### src/rtl/param_regfile_sb.sv
// Parameterised register file with a per-entry pending-write scoreboard and a registered busy count.
// Define REGFILE_BYPASS_EN to forward a same-cycle writeback to the read ports.
module param_regfile_sb #(
  parameter int DATA_W   = 32,
  parameter int ADDR_W   = 5,
  parameter int ZERO_REG = 1
) (
  input  logic              clk,
  input  logic              rst_,
  input  logic              wrtEn,
  input  logic [ADDR_W-1:0] wrtReg,
  input  logic [DATA_W-1:0] wrtData,
  input  logic              issueEn,
  input  logic [ADDR_W-1:0] issueReg,
  input  logic              flush,
  input  logic [ADDR_W-1:0] rdReg1,
  input  logic [ADDR_W-1:0] rdReg2,
  output logic [DATA_W-1:0] rdData1,
  output logic [DATA_W-1:0] rdData2,
  output logic              rdBusy1,
  output logic              rdBusy2,
  output logic [ADDR_W:0]   busyCount
);

  localparam int DEPTH = 2 ** ADDR_W;

  logic [DATA_W-1:0] data_q [DEPTH];
  logic [DATA_W-1:0] data_d [DEPTH];
  logic [DEPTH-1:0]  busy_q;
  logic [DEPTH-1:0]  busy_d;
  logic [ADDR_W:0]   busy_count_q;
  logic [ADDR_W:0]   busy_count_d;
  logic              wrt_ok;
  logic              issue_ok;

  logic [ADDR_W-1:0] rd_idx  [2];
  logic [DATA_W-1:0] rd_data [2];
  logic              rd_busy [2];

  // Index 0 is inert when it is the hardwired zero register.
  function automatic logic idx_live(input logic [ADDR_W-1:0] idx);
    return !((ZERO_REG != 0) && (idx == '0));
  endfunction

  always_comb begin
    wrt_ok   = wrtEn && idx_live(wrtReg);
    issue_ok = issueEn && idx_live(issueReg);
  end

  // Issue is applied last so it wins over both flush and a same-index writeback.
  always_comb begin
    busy_d = busy_q;
    if (flush) begin
      busy_d = '0;
    end
    if (wrt_ok) begin
      busy_d[wrtReg] = 1'b0;
    end
    if (issue_ok) begin
      busy_d[issueReg] = 1'b1;
    end
    busy_count_d = '0;
    for (int i = 0; i < DEPTH; i++) begin
      busy_count_d = busy_count_d + {{ADDR_W{1'b0}}, busy_d[i]};
    end
  end

  always_ff @(posedge clk or negedge rst_) begin
    if (!rst_) begin
      busy_q       <= '0;
      busy_count_q <= '0;
    end else begin
      busy_q       <= busy_d;
      busy_count_q <= busy_count_d;
    end
  end

  genvar gi;
  generate
    for (gi = 0; gi < DEPTH; gi++) begin : g_entry
      always_comb begin
        data_d[gi] = data_q[gi];
        if (wrt_ok && (wrtReg == ADDR_W'(gi))) begin
          data_d[gi] = wrtData;
        end
      end

      always_ff @(posedge clk or negedge rst_) begin
        if (!rst_) begin
          data_q[gi] <= '0;
        end else begin
          data_q[gi] <= data_d[gi];
        end
      end
    end
  endgenerate

  assign rd_idx[0] = rdReg1;
  assign rd_idx[1] = rdReg2;

  generate
    for (gi = 0; gi < 2; gi++) begin : g_rd
      always_comb begin
        rd_data[gi] = '0;
        rd_busy[gi] = 1'b0;
        if (idx_live(rd_idx[gi])) begin
          rd_data[gi] = data_q[rd_idx[gi]];
          rd_busy[gi] = busy_q[rd_idx[gi]];
        end
`ifdef REGFILE_BYPASS_EN
        // A writeback in flight supplies the value and retires the pending mark early.
        if (wrt_ok && (wrtReg == rd_idx[gi])) begin
          rd_data[gi] = wrtData;
          rd_busy[gi] = 1'b0;
        end
`endif
      end
    end
  endgenerate

  assign rdData1   = rd_data[0];
  assign rdData2   = rd_data[1];
  assign rdBusy1   = rd_busy[0];
  assign rdBusy2   = rd_busy[1];
  assign busyCount = busy_count_q;

endmodule

### config.mk
export PLATFORM = sky130hd
export DESIGN_NAME = param_regfile_sb
export DESIGN_NICKNAME = d
export VERILOG_FILES = /design/src/rtl/param_regfile_sb.sv
export SDC_FILE = /design/constraint.sdc
export NUM_CORES = 2
export LEC_CHECK = 0
export CELL_PAD_IN_SITES_DETAIL_PLACEMENT = 1
export CELL_PAD_IN_SITES_GLOBAL_PLACEMENT = 1
export CORE_UTILIZATION = 35
export DETAILED_ROUTE_END_ITERATION = 10
export DONT_BUFFER_PORTS = 1
export GPL_TIMING_DRIVEN = 1
export PLACE_DENSITY = 0.65
export SYNTH_ARGS = -nofsm -noshare
export SYNTH_HDL_FRONTEND = slang
export SYNTH_SLANG_ARGS = --single-unit
### constraint.sdc
create_clock -name clk -period 4.7 [get_ports clk]
set_input_delay 0.47 -clock clk [delete_from_list [all_inputs] [get_ports clk]]
set_output_delay 0.47 -clock clk [all_outputs]
set_load 0.05 [all_outputs]
==> run summary <==
Final WS setup - -264 ps
Hold Crit Class - in2reg
Syn Area/Cell - 14.8 um2
Place WS - -860 ps
CP required - 5340 ps
grt total ovfl - 0
synth cell count leaders - dfrtp_1, mux2_2, mux4_2
Syn Inst Count - 3,882
Post-synth EDFFs - 0
first-pass GRT wire length - 295,000 um
Final Slew Violations - 0
Hold Startpoint - issueReg[3]
TritonCTS clock tree - built
Ys Warns - 0
fin crit period - 4960 ps
hold slack - 60.8 ps
Critical R2R Launch - busy_q[27]
overall power - 27.0 mW
pwr dens - 416 mW/mm2
crit path from - busy_q[27]
critical path class - reg2reg
clock buffer depth - 3
VDD IR max - 283 uV
drt first pass iters - 5
Top FF cell, synth - dfrtp_1
wire per inst - 33.0 um
failing checks - setup timing
I/O Buffers - 0
Final Net Count - 3,886
hpwl dp - 104,000 um
via count - 36,800
Die H - 408 um
initial DRC count - 2,901
DRC Markers - 0
count leader, synth - dfrtp_1
synthesized cell area - 0.0576 mm2
number of setup violations in the final report - 4
Cell variety after synth - 58
Max-Cap Viols - 0
Leak - 27.6 nW
crit path max fanout - 2
status - finished with violations
RD Place Congestion - 0.810
Rel. slew slack - 13.8%
initial antenna violation count - 14
crit path launch type - flip-flop
Tcrit/Tclk final - 106%
Synth Net Count - 3,970
GRT Overall Usage - 24.3%
Slew @ Worst Pin - 1290 ps
largest net degree at the start of global routing - 299
# IOs - 129
post-synth top area share - 46.1%
die footprint - 0.166 mm2
endpoint class of the critical path - flip-flop
die width - 408 um
Final Hold Vio Count - 0
CTS root buffer - clkbuf_16
Antenna Nets Post-Route - 0
top cells by area, synth - dfrtp_1, mux2_2, mux4_2
register clock-pin slew on the reported worst setup and hold paths - 60 ps
RSZ-0062 raised after global routing - yes
async set-reset flop share out of synthesis - 100%
WP data arrival - 5600 ps
clock skew - 12.0 ps
Fin Setup TNS - -764 ps
largest area contributor in the synthesized netlist - dfrtp_1
Core Box Area - 0.163 mm2
H-tree depth - 3
sequential element share of the synthesized area - 46.1%
Initial Util - 35.3%
Layout area overhead - 12.7%
Final Util - 39.8%
CTS buffer count - 115
Highest Clock Rate - 201 MHz
Worst-Skew Late Latency - 730 ps
Synth Register Bits - 1,062
drt via density - 6.06
clock sinks - 1,062
share of layout cells above drive strength 1 - 52.7%
row cnt - 148
Post-Route WL - 200,000 um
vias in the first global route - 40,400
flip-flops by register name (all words and copies together), names as in the netlist:
register and cells:
busyCount 6, data_q 1024, busy_q 32
critical path, cell delays in order, from the launching register on:
cell	delay, ps
dfrtp_1	360
inv_2	50
o32a_1	350
fa_1	560
fa_1	440
fa_1	520
inv_2	50
fa_2	590
inv_2	40
fa_2	410
fa_1	510
inv_2	50
ha_4	160
fa_2	340
a21o_1	180
a21oi_2	130
xnor2_1	150
path summary, 6_finish.rpt:
check | to | cells after the start | slack (ps)
max in group asynchronous | data_q[269] | 5 | 800
min in group asynchronous | busyCount[1] | 2 | 580
worst min register to register | data_q[1012] | 0 | 390
worst min-delay path | busy_q[11] | 2 | 60
worst max-delay path | busyCount[4] | 16 | -260
worst max register to register | busyCount[4] | 16 | -260
routing by layer:
| layer | vias up | global-route usage (%) | wire, um |
|---|---|---|---|
| li1 | 14800 | - | - |
| met1 | 20300 | 32.4 | 84100 |
| met2 | 1182 | 39.0 | 94800 |
| met3 | 414 | 4.19 | 12500 |
| met4 | 8 | 10.2 | 8880 |
| met5 | - | 0 | 43 |
cell usage in the layout, fill, tap and decap left out, types with 4 or more instances in the layout:
cell type      synthesis  routed
dfrtp_1             1062    1062
mux2_2              1029    1029
mux4_2               462     462
buf_4                 79     192
mux2i_1              132     132
o21ai_0              120     120
clkbuf_16              0     117
nor2b_1               73      67
a22oi_1               66      66
a211oi_1              66      66
a311oi_2               0      65
a221oi_1              50      50
dlygate4sd3_1          0      46
nand2_1               51      39
inv_1                 48      39
clkbuf_8               0      30
clkinv_2               0      22
fa_1                  24      20
clkbuf_1             219      20
mux2_4                19      19
nand3_1               19      16
o2111ai_1             16      16
nor2_4                 1      14
nand2_4                0      13
bufinv_16              0      12
o32ai_1               13      10
o21a_1                10      10
mux2_1                10      10
o21ai_1                9       9
nor2_1                11       7
inv_2                  0       7
o32a_1                 6       6
nor2b_4                0       6
ha_1                   7       6
diode_2                0       5
nand3b_1               5       5
buf_16                 0       5
fa_2                   0       4
report_power, final:
group | internal, mW | leakage, nW | switching (mW)
registers | 10.8 | 13.7 | 1.27
clock network | 5.66 | 1.95 | 3.95
logic | 3.21 | 12.0 | 2.13
total | 19.7 | 27.6 | 7.34
metrics by stage:
stage,instance area (um2),cells
2_1_floorplan,57800,3882
3_3_place_gp,60400,5804
3_5_place_dp,60400,5804
4_1_cts,64900,6062
5_1_grt,65000,6065
6_report,65000,6069
kinds of logic (layout without fill, tap and decap cells):
logic type / Yosys count / in the layout / share of synthesized area [%]
mux: 1652 / 1652 / 41.1
flops: 1062 / 1062 / 46.1
compound gates: 434 / 434 / 5.45
other cells: 0 / 5 / 0
fa+ha+maj: 31 / 31 / 0.986
xor+xnor: 3 / 3 / 0.0456
buf+inv: 499 / 506 / 4.26
simple gates: 201 / 201 / 2.00
what timing repair did:
item,CTS,global route
pin swaps,9,13
buffers inserted,2,2
hold buffers,48,0
setup endpoints to repair,5,5
gates resized for setup,8,8
endpoints found under the hold margin,1204,0
final cells by class:
class                      instances  area, um2
sequential                      1062      26600
tap                             2175       2720
timing repair buffer             249       2130
inverter                          49        189
clock buffer                     167       3420
antenna                            5       12.5
multi-input combinational       2321      29400
clock inverter                    41        528
fill                           16200      98200
(Power assumes the default switching activity.)
